### src/rtl/regfile_writeback.sv
// Register file write-port producer.
// Merges single-cycle ALU results and buffered multi-cycle load results onto
// the single register file write port, and tracks which registers still have
// a write in flight so issue logic can stall on RAW/WAW hazards.
//
// Handshake: a load result transfers on a clock edge where mem_valid and
// mem_ready are both high; mem_ready depends only on registered occupancy, so
// it never combinationally follows mem_valid. ALU results have no ready and
// are taken on every edge where alu_valid is high.
module regfile_writeback #(
   parameter int FIFO_DEPTH = 4,
   parameter int DATA_W     = 32,
   parameter int ADDR_W     = 5
) (
   input  logic                        clk,
   input  logic                        reset,
   input  logic                        issue_valid,
   input  logic [ADDR_W-1:0]           issue_rd,
   input  logic                        alu_valid,
   input  logic [ADDR_W-1:0]           alu_rd,
   input  logic [DATA_W-1:0]           alu_data,
   input  logic                        mem_valid,
   output logic                        mem_ready,
   input  logic [ADDR_W-1:0]           mem_rd,
   input  logic [DATA_W-1:0]           mem_data,
   output logic                        rf_we,
   output logic [ADDR_W-1:0]           rf_waddr,
   output logic [DATA_W-1:0]           rf_wdata,
   output logic [2**ADDR_W-1:0]        busy,
   output logic [$clog2(FIFO_DEPTH):0] fifo_count,
   output logic                        idle
);

   localparam int PTR_W = $clog2(FIFO_DEPTH);
   localparam int CNT_W = PTR_W + 1;
   localparam int NREG  = 2**ADDR_W;
   localparam logic [CNT_W-1:0] DEPTH_C = CNT_W'(FIFO_DEPTH);
   localparam logic [CNT_W-1:0] ONE_C   = CNT_W'(1);
   localparam logic [PTR_W-1:0] PTR1_C  = PTR_W'(1);

   // Load result buffer storage (data path only, no reset needed).
   logic [ADDR_W-1:0] fifo_rd_q   [FIFO_DEPTH];
   logic [DATA_W-1:0] fifo_data_q [FIFO_DEPTH];

   logic [PTR_W-1:0]  wr_ptr_q, wr_ptr_d;
   logic [PTR_W-1:0]  rd_ptr_q, rd_ptr_d;
   logic [CNT_W-1:0]  count_q, count_d;

   logic              rf_we_q, rf_we_d;
   logic [ADDR_W-1:0] rf_waddr_q, rf_waddr_d;
   logic [DATA_W-1:0] rf_wdata_q, rf_wdata_d;
   logic [NREG-1:0]   busy_q, busy_d;

   logic              push, pop;
   logic              sel_valid;
   logic [ADDR_W-1:0] sel_rd;
   logic [DATA_W-1:0] sel_data;

   assign mem_ready  = (count_q < DEPTH_C);
   assign push       = mem_valid && mem_ready;
   // The head is only eligible when the ALU is silent; a freshly pushed entry
   // is not visible until count_q reflects it, so there is no bypass.
   assign pop        = !alu_valid && (count_q != '0);

   assign rf_we      = rf_we_q;
   assign rf_waddr   = rf_waddr_q;
   assign rf_wdata   = rf_wdata_q;
   assign busy       = busy_q;
   assign fifo_count = count_q;
   assign idle       = (count_q == '0) && !rf_we_q && (busy_q == '0);

   // Pick this cycle's write winner: ALU first, else the buffered load head.
   always_comb begin
      sel_valid = 1'b0;
      sel_rd    = '0;
      sel_data  = '0;
      if (alu_valid) begin
         sel_valid = 1'b1;
         sel_rd    = alu_rd;
         sel_data  = alu_data;
      end else if (pop) begin
         sel_valid = 1'b1;
         sel_rd    = fifo_rd_q[rd_ptr_q];
         sel_data  = fifo_data_q[rd_ptr_q];
      end
   end

   // Next-state for pointers, occupancy and the registered write port.
   always_comb begin
      wr_ptr_d   = wr_ptr_q;
      rd_ptr_d   = rd_ptr_q;
      count_d    = count_q;
      rf_we_d    = 1'b0;
      rf_waddr_d = rf_waddr_q;
      rf_wdata_d = rf_wdata_q;
      if (push) wr_ptr_d = wr_ptr_q + PTR1_C;
      if (pop)  rd_ptr_d = rd_ptr_q + PTR1_C;
      case ({push, pop})
         2'b10:   count_d = count_q + ONE_C;
         2'b01:   count_d = count_q - ONE_C;
         default: count_d = count_q;
      endcase
      // A winner targeting x0 is consumed but never reaches the register file.
      if (sel_valid && (sel_rd != '0)) begin
         rf_we_d    = 1'b1;
         rf_waddr_d = sel_rd;
         rf_wdata_d = sel_data;
      end
   end

   // Scoreboard update: clear on commit, then set on issue so a same-edge
   // set of the same register wins.
   always_comb begin
      busy_d = busy_q;
      if (rf_we_q) busy_d[rf_waddr_q] = 1'b0;
      if (issue_valid && (issue_rd != '0)) busy_d[issue_rd] = 1'b1;
      busy_d[0] = 1'b0;
   end

   // Control state registers with synchronous reset.
   always_ff @(posedge clk) begin
      if (reset) begin
         wr_ptr_q   <= '0;
         rd_ptr_q   <= '0;
         count_q    <= '0;
         rf_we_q    <= 1'b0;
         rf_waddr_q <= '0;
         rf_wdata_q <= '0;
         busy_q     <= '0;
      end else begin
         wr_ptr_q   <= wr_ptr_d;
         rd_ptr_q   <= rd_ptr_d;
         count_q    <= count_d;
         rf_we_q    <= rf_we_d;
         rf_waddr_q <= rf_waddr_d;
         rf_wdata_q <= rf_wdata_d;
         busy_q     <= busy_d;
      end
   end

   // Load buffer write; entries are only reachable through the pointers.
   always_ff @(posedge clk) begin
      if (push && !reset) begin
         fifo_rd_q[wr_ptr_q]   <= mem_rd;
         fifo_data_q[wr_ptr_q] <= mem_data;
      end
   end

endmodule

### config.mk
export PLATFORM = sky130hd
export DESIGN_NAME = regfile_writeback
export DESIGN_NICKNAME = d
export VERILOG_FILES = /design/src/rtl/regfile_writeback.sv
export SDC_FILE = /design/constraint.sdc
export NUM_CORES = 1
export LEC_CHECK = 0
export CAP_MARGIN = 5
export CORE_ASPECT_RATIO = 1.75
export CORE_MARGIN = 2
export CORE_UTILIZATION = 48
export DETAILED_ROUTE_END_ITERATION = 7
export MAX_ROUTING_LAYER = met4
export PLACE_DENSITY = 0.76
export SYNTH_ARGS = -nofsm -noshare
export SYNTH_HDL_FRONTEND = slang
export SYNTH_SLANG_ARGS = --single-unit
### constraint.sdc
create_clock -name clk -period 2.5 [get_ports clk]
set_input_delay 0.5 -clock clk [delete_from_list [all_inputs] [get_ports clk]]
set_output_delay 0.5 -clock clk [all_outputs]
set_load 0.01 [all_outputs]
# Yosys cells after proc, flatten, opt, wreduce, memory -nomap -nowiden
# Memories as Yosys holds them, arrays and structs flattened. A register that Yosys moved wholly into a read port is not among the register bits.
# Cells that the tools add are included.
word_totals:
  regBits: 77
  latchBits: 0
  mem_bits_rw: 148
  mem_bits_ro: 0
  in_bits: 84
  out_inout_bits: 75
  mem_count: 2
mem_list:
  columns: ["memory", "depth", "word_bits", "read_ports", "rd_clocked_by_memory_dff", "write_ports", "line_no", "source"]
  rows:
  - ["fifo_data_q", 4, 32, 1, 1, 1, "43", "logic [DATA_W-1:0] fifo_data_q [FIFO_DEPTH];"]
  - ["fifo_rd_q", 4, 5, 1, 1, 1, "42", "logic [ADDR_W-1:0] fifo_rd_q [FIFO_DEPTH];"]
op_classes:
  n_addsub: 4
  n_mul: 0
  n_div: 0
  magnitude_cmp: 5
  eq_ne: 2
  shifts: 0
  muxes: 20
  n_bitwise: 3
  reduce_logical: 18
op_table:
  columns: ["operator", "count"]
  rows:
  - ["$mux 32", 4]
  - ["$and 32x32->32", 1]
  - ["$logic_not 32->1", 1]
  - ["$not 32->32", 1]
  - ["$or 32x32->32", 1]
  - ["$lt 5x6->1 const B", 2]
  - ["$demux 1 s5", 2]
  - ["$ge 5x1->1 const B", 2]
  - ["$mux 5", 2]
  - ["$reduce_bool 5->1", 2]
  - ["$logic_and 1x1->1", 9]
  - ["$mux 2", 4]
  - ["$mux 1", 7]
  - ["$pmux 3 s2", 1]
  - ["$add 2x1->2 const B", 2]
  - ["$add 3x1->3 const B", 1]
  - ["$logic_not 1->1", 3]
  - ["$logic_not 3->1", 1]
  - ["$lt 3x3->1 const B", 1]
  - ["$reduce_bool 3->1", 1]
  - ["$sub 3x1->3 const B", 1]
  - ["$eq 2x1->1 const B", 1]
  - ["$eq 2x2->1 const B", 1]
  - ["$reduce_bool 2->1", 1]

# Logic depth before layout (Yosys ltp)
# Gate-level depths: netlist of the first run.
depth:
  depth_word: 9
  depth_mapped: 10
  depth_no_buf: 9

# Worst setup path after synthesis of the first run
# OpenSTA, ideal clock, no wires.
synth_path:
  path_type: "input-to-reg"
  from: "in reset"
  to: "mem fifo_data_q[0][0] (enable)"
  setup_time_ns: 0.398
  arrival_time_ns: 2.125
  setup_slack_ns: -0.023
  cell_stages: 5
  n_path_buf: 3
  cell_sequence: "clkbuf_1 clkbuf_1 clkbuf_1 nor2_1 and2_1"
synth_between:
  elab_chain_len: 4
synth_rtl:
  columns: ["item", "line_no", "source"]
  rows:
  - ["start, declared", "16", "input logic reset,"]
  - ["$logic_not 1->1", "143", "if (push && !reset) begin"]
  - ["$logic_and 1x1->1", "143", null]
  - ["$mux 1", "143", null]
  - ["$mux 1 (implied by the code)", "145", "fifo_data_q[wr_ptr_q] <= mem_data;"]
  - ["end, declared", "43", null]
# No other way between the ends.

==> results of run 1 <==
==> synth_stat cells (2+ instances only) <==
| cell | count | share of area, % |
|---|---|---|
| buf_2 | 3 | 0.16 |
| inv_1 | 8 | 0.33 |
| or3_1 | 3 | 0.20 |
| buf_1 | 7 | 0.28 |
| nand3_1 | 35 | 1.9 |
| o21ai_0 | 32 | 1.7 |
| dfxtp_1 | 78 | 17 |
| nor2_1 | 16 | 0.65 |
| mux2_4 | 20 | 3.3 |
| nor3b_1 | 4 | 0.33 |
| and2_1 | 5 | 0.34 |
| xnor2_1 | 2 | 0.19 |
| and3b_1 | 2 | 0.19 |
| buf_12 | 2 | 0.43 |
| nor2b_1 | 37 | 2.5 |
| clkbuf_1 | 26 | 1.1 |
| o2bb2ai_1 | 4 | 0.38 |
| nand3b_1 | 5 | 0.41 |
| edfxtp_1 | 148 | 48 |
| ha_1 | 5 | 0.68 |
| or3b_2 | 2 | 0.19 |
| mux2_1 | 5 | 0.61 |
| xor2_1 | 3 | 0.28 |
| nand2_1 | 71 | 2.9 |
| nor4_1 | 9 | 0.61 |
| a22oi_1 | 4 | 0.33 |
| mux4_2 | 37 | 9.0 |
| and3_1 | 2 | 0.14 |
| buf_6 | 2 | 0.24 |
| mux2_2 | 7 | 0.85 |
| a21oi_1 | 67 | 3.6 |
==> layer usage <==
metal / global-route usage (%) / vias to the layer above / wire length [um]
met5: - / - / 0
met4: 10.3 / 0 / 1110
met3: 3.59 / 64 / 1320
met2: 40.6 / 224 / 11900
met1: 23.2 / 2997 / 7360
li1: - / 2802 / -
==> power by group <==
part	internal, mW	switching [mW]
Sequential	4.32	0.213
Combinational	1.40	1.26
Clock	1.72	1.31
Total	7.44	2.79
==> per-stage QoR <==
step	instance area, um2	worst slack, ns	instances
2_1_floorplan	9240	0.236	663
3_3_place_gp	11200	0.0588	1048
3_5_place_dp	11200	-0.000521	1048
4_1_cts	11900	0.0847	1085
5_1_grt	11900	0.0603	1086
6_report	11900	0.172	1087
==> cells by family (layout without fill, tap and decap cells) <==
group | after synthesis | after routing | synth area share [%]
flip-flops | 226 | 226 | 65.0
AND/OR/NAND/NOR | 194 | 194 | 10.6
AO/OA/AOI/OAI | 111 | 111 | 6.42
multiplexers | 69 | 69 | 13.7
buffers and inverters | 51 | 232 | 2.79
adder cells (fa/ha/maj) | 6 | 6 | 0.894
XOR/XNOR | 5 | 5 | 0.474
other | 1 | 3 | 0.0406
==> worst max-delay path by stage <==
stage | start | to | slack, ns | depth (start not counted)
floorplan | fifo_count[2] | fifo_count[2] | 0.24 | 10
global route | flop | rf_wdata[5] | 0.06 | 5
CTS | busy[12] | idle | 0.08 | 5
finish | flop | rf_wdata[30] | 0.17 | 5
detailed placement | alu_rd[3] | rf_wdata[30] | -0.0005 | 5
global placement | alu_rd[3] | rf_wdata[27] | 0.06 | 5
==> area by class of cell <==
type                    instances  area [um2]
fillers                      1434        7140
flip-flops and latches        226        6010
multi-input cells             386        2990
repair buffers                186        1900
clock buffers                  27         568
well taps                     241         302
clock inverters                10        83.8
inverters                       9        33.8
diodes                          2        5.00
==> repair_timing <==
action | 4_1_cts | 5_1_grt
setup buffers | 0 | 0
hold buffers | 0 | 0
endpoints found under the hold margin | 0 | 0
gates resized for setup | 3 | 3
setup endpoints to repair | 1 | 1
==> state kept, by name (all words and copies together), names as in the netlist, named ones only <==
name / flops
fifo_rd_q: 20
fifo_count: 3
rd_ptr_q: 2
rf_wdata: 32
rf_waddr: 5
wr_ptr_q: 2
fifo_data_q: 128
rf_we: 1
busy: 31
==> metrics, run 1 <==
hold path cells 2; crit path DAT roughly 2.7 ns; DIE AREA between 0.02 and 0.025 mm2; clk_skew around 0.0086 ns; PwrDens 861 mW/mm2; vias in the first global route 6290; Mapped Cells about 660; Hold Path Origin reset; Core Area between 0.015 and 0.02 mm2; setup repair after global routing missed its margin false; FF-to-FF path depth 5; Hold Fails Final Rpt 0; Final Core Density between 60% and 70%; crit path buf inv count 1; Final HPWL DP approximately 15 mm; CP Class reg -> reg; #FFs+latches synth about 230; Layout Nets approximately 900; initial antenna violation count 1; fraction of registers with async set/reset 0%; Net Count, Synth between 700 and 800; later-pin clock latency in the skew report just under 0.5 ns; Worst-Margin Slew between 0.5 and 0.6 ns; num rows 67; CTS root buf clkbuf_16; routed wire length 21.7 mm; Critical-path top delay cell mux4_2; fin crit period roughly 2.3 ns; Min-Delay Endpoint busy[6]; crit path cell chain mux4_2 -> nor4_2 -> o211a_2 -> buf_12 -> mux2_1; register area share after synthesis 65.0%; DIE HEIGHT roughly 190 um; Fin Hold WS slightly above 0.4 ns; drt via density 5.60; Wirelength per Cell 19.9 um; Final period util 93.1%; commonest non-fill, non-tap cells in the layout clkdlybuf4s50_1, edfxtp_1, dfxtp_1; RR Endpoint rf_wdata[30]; Req. time, crit path between 2 and 3 ns; crit-path max cell delay about 0.56 ns; Post-Syn Area between 0.009 and 0.01 mm2; Initial Utilization about 49%; drt first-iter violations ~340; reg2reg setup slack 0.17 ns; EDFF count, synth around 150; library cells used by synthesis between 40 and 50; CP Capture Type flop; Worst IR Drop VDD 0.677 mV; H-tree Lvls 1; worst min path class in -> reg; CP Max Fanout 19; Boundary Pins between 150 and 200; first-pass GRT wire length between 30 and 40 mm; commonest non-fill, non-tap cell in the layout clkdlybuf4s50_1; CTS tree done; Slew Viols, Final 0; First-pass DRT Iterations 5; via count roughly 6k; layout cells sized above 1 between 10% and 20%; Worst-path clk slew 0.07 ns; sum of negative setup slack 0 ns; largest net degree at the start of global routing 35; status complete, no violations; gr ovfl total 0; critical path startpoint category flop; width of the die 109 um; max capacitance violation total 0; f_max approximately 0.43 GHz; crit-path leading delay family multiplexers; final setup violation count 0; CTS buffer count 21; Layout Area Growth over Synthesis 28.8%; Most used DFF post-synth edfxtp_1; Max clock buf depth 3; CTS Sinks 226; Residual DRC 0; GP Congestion about 0.93; PnR Total Power 10.2 mW; Global Route Usage Sum between 20% and 30%; static leakage 4.01 nW; Ys Warns 0; Rel. slew slack between 60 and 70%; Antenna Violating Nets Remaining 0; Mean Syn Cell Area 13.9 um2; IO Port Bufs between 150 and 200
Power figures use the tool's default switching activity.
==> inputs of run 2 (changes only) <==
--- a/config.mk
+++ b/config.mk
@@ -8,10 +8,10 @@
 export CAP_MARGIN = 5
 export CORE_ASPECT_RATIO = 1.75
 export CORE_MARGIN = 2
-export CORE_UTILIZATION = 48
+export CORE_UTILIZATION = 40
 export DETAILED_ROUTE_END_ITERATION = 7
 export MAX_ROUTING_LAYER = met4
-export PLACE_DENSITY = 0.76
+export PLACE_DENSITY = 0.66
 export SYNTH_ARGS = -nofsm -noshare
 export SYNTH_HDL_FRONTEND = slang
 export SYNTH_SLANG_ARGS = --single-unit
==> metrics, run 2 (same netlist as run 1, synthesis figures left out) <==
status complete, no violations; Worst IR Drop VDD 0.567 mV (-16%); CP Class reg -> out; Residual DRC 0 (unchanged); total stage count of the critical path 5 (unchanged); IO Port Bufs 157 (unchanged); H-tree Lvls 1 (unchanged); ANT cells 0 (-2); final setup violation count 0 (unchanged); layout cells sized above 1 17.6% (+1.1 points); Worst-path clk slew 0.07 ns (about the same); GP Congestion 0.939 (+0.55%); non-filler instance count after layout 1148 (+5.6%); busiest grt layer met2; Slew Viols, Final 0 (unchanged); commonest non-fill, non-tap cells in the layout clkdlybuf4s50_1, edfxtp_1, dfxtp_1; Wirelength per Cell 19.7 um (-1.4%); PnR Total Power 10.2 mW (+0.11%); largest net degree at the start of global routing 36 (+2.9%); Hold Fails Final Rpt 0 (unchanged); Max clock buf depth 3 (unchanged); Global Route Usage Sum 19.3% (-3.2 points); max capacitance violation total 0 (unchanged); num rows 73 (+9.0%); CP Capture Type output pin; Final period util 94.7% (+1.6 points); Req. time, crit path 2.00 ns (-0.88 ns); First-pass DRT Iterations 4 (-1); crit-path max cell delay 0.36 ns (-0.20 ns); setup repair after global routing missed its margin false; fillcell total 1911 (+33%); PwrDens 852 mW/mm2 (-0.97%); Antenna Violating Nets Remaining 0 (unchanged); clk_skew 0.00978 ns (+0.00115 ns); critical path startpoint category flop; CTS Sinks 226 (unchanged); via count 5978 (-1.8%); CTS tree done; RR Endpoint rf_wdata[27]; Critical-path top delay cell dfxtp_1; Rel. slew slack 58.6% (-2.4 points); routed wire length 22.6 mm (+4.1%); Initial Utilization 40.6% (-7.9 points); width of the die 119 um (+9.2%); vias in the first global route 6286 (-0.064%); f_max 0.422 GHz (-1.7%); Layout Nets 924 (+0.43%); Boundary Pins 159 (unchanged); drt first-iter violations 398 (+16%); hold path cells 2 (unchanged); pre-CTS WS -0.0618 ns (-0.0613 ns); Layout Area Growth over Synthesis 30.2%; drt via density 5.21 (-7.0%); commonest non-fill, non-tap cell in the layout clkdlybuf4s50_1; static leakage 4.06 nW (+1.2%); max reg flops 128 (unchanged); Largest Register fifo_data_q; Worst-Margin Slew 0.619 ns (+0.0365 ns); CP Max Fanout 3 (-16); fin crit period 2.37 ns (+0.0400 ns); later-pin clock latency in the skew report 0.49 ns (about the same); Final HPWL DP 15.9 mm (+3.1%); Fin Hold WS 0.415 ns (+0.00348 ns); crit path cell chain nor4_4 -> nand4_1 -> buf_4 -> nor4_2 -> clkbuf_2; CTS root buf clkbuf_16; FF-to-FF path depth 5 (unchanged); crit path buf inv count 2 (+1); Core Area 0.0227 mm2 (+20%); Hold Path Origin reset; crit path DAT 1.87 ns (-0.83 ns); DIE HEIGHT 205 um (+9.3%); DIE AREA 0.0244 mm2 (+19%); reg2reg setup slack 0.17 ns (about the same); Min-Delay Endpoint busy[1]; GRT met3 Usage 2.09% (-1.5 points); worst min path class in -> reg; crit-path leading delay family simple AND/OR/NAND/NOR gates; met2 usage 36.9% (-3.6 points); CTS Hold Bufs 0 (unchanged); first-pass GRT wire length 34.9 mm (+4.0%); placed cell count 1111 (+6.0%); gr ovfl total 0 (unchanged); CTS buffer count 21 (unchanged); met1 usage 19.5% (-3.8 points); worst setup margin 0.131 ns (-0.0400 ns); initial antenna violation count 0 (-1)
==> run 2: cell count changes in the layout (fill, tap and decap cells not counted), sizes merged <==
cell	previous run	this run
diode	2	0
clkinvlp	2	0
inv	10	9
buf	31	35
clkbuf	28	29
clkinv	6	8
==> run 2: through the flow <==
| stage | TNS (ns) | util [%] | instance area [um2] |
|---|---|---|---|
| after floorplan | 0 | - | 9240 |
| after global placement | -0.0467 | 49.8 | 11300 |
| after detailed placement | -0.113 | 49.8 | 11300 |
| after CTS | 0 | 52.8 | 12000 |
| after global routing | 0 | 52.8 | 12000 |
| final | 0 | 52.8 | 12000 |
==> run 2: how the worst max path moves through the flow <==
stage	start	endpoint	slack, ns
after global placement	rf_we	idle	-0.05
after global routing	flop	rf_wdata[28]	0.007
after floorplan	fifo_count[2]	fifo_count[2]	0.24
final	busy[27]	idle	0.13
after detailed placement	rf_we	idle	-0.06
after CTS	busy[27]	idle	0.008
==> run 2: cell type report <==
cell class                 count  area [um2]  area share [%]
clock buffer                  28         564            4.69
clock inverter                 9        71.3           0.593
inverter                       9        33.8           0.281
multi-input combinational    386        3030            25.2
sequential                   226        6010            50.0
tap                          300         375            3.12
timing repair buffer         190        1930            16.1
==> run 2: what timing repair did <==
item,CTS,global route
resized for setup,10,2
setup buffers,0,0
pin swaps,2,0
setup endpoints to repair,1,1
hold endpoints to repair,0,0
==> run 2: worst reg2reg max path, cell delays in order, from the launching register on <==
cell     delay [ns]
dfxtp_2        0.45
mux4_2         0.56
nor4_2         0.35
o211a_2        0.30
buf_12         0.22
mux2_1         0.35
==> run 2: routing by layer <==
layer | share of wire, % | vias up
met3 | 3.6 | 54
met1 | 36 | 2929
met5 | 0 | -
met2 | 57 | 188
li1 | - | 2807
met4 | 4.0 | 0
==> run 2: where the power goes <==
| group | switching (mW) | internal [mW] |
|---|---|---|
| Combinational | 1.32 | 1.41 |
| Clock | 1.30 | 1.69 |
| Sequential | 0.198 | 4.32 |
==> inputs of run 3 (changes only) <==
--- a/config.mk
+++ b/config.mk
@@ -12,6 +12,7 @@
 export DETAILED_ROUTE_END_ITERATION = 7
 export MAX_ROUTING_LAYER = met4
 export PLACE_DENSITY = 0.66
+export SLEW_MARGIN = 20
 export SYNTH_ARGS = -nofsm -noshare
 export SYNTH_HDL_FRONTEND = slang
 export SYNTH_SLANG_ARGS = --single-unit
==> results of run 3 <==
The final DEF is identical to that of run 2; final timing and power are the same.
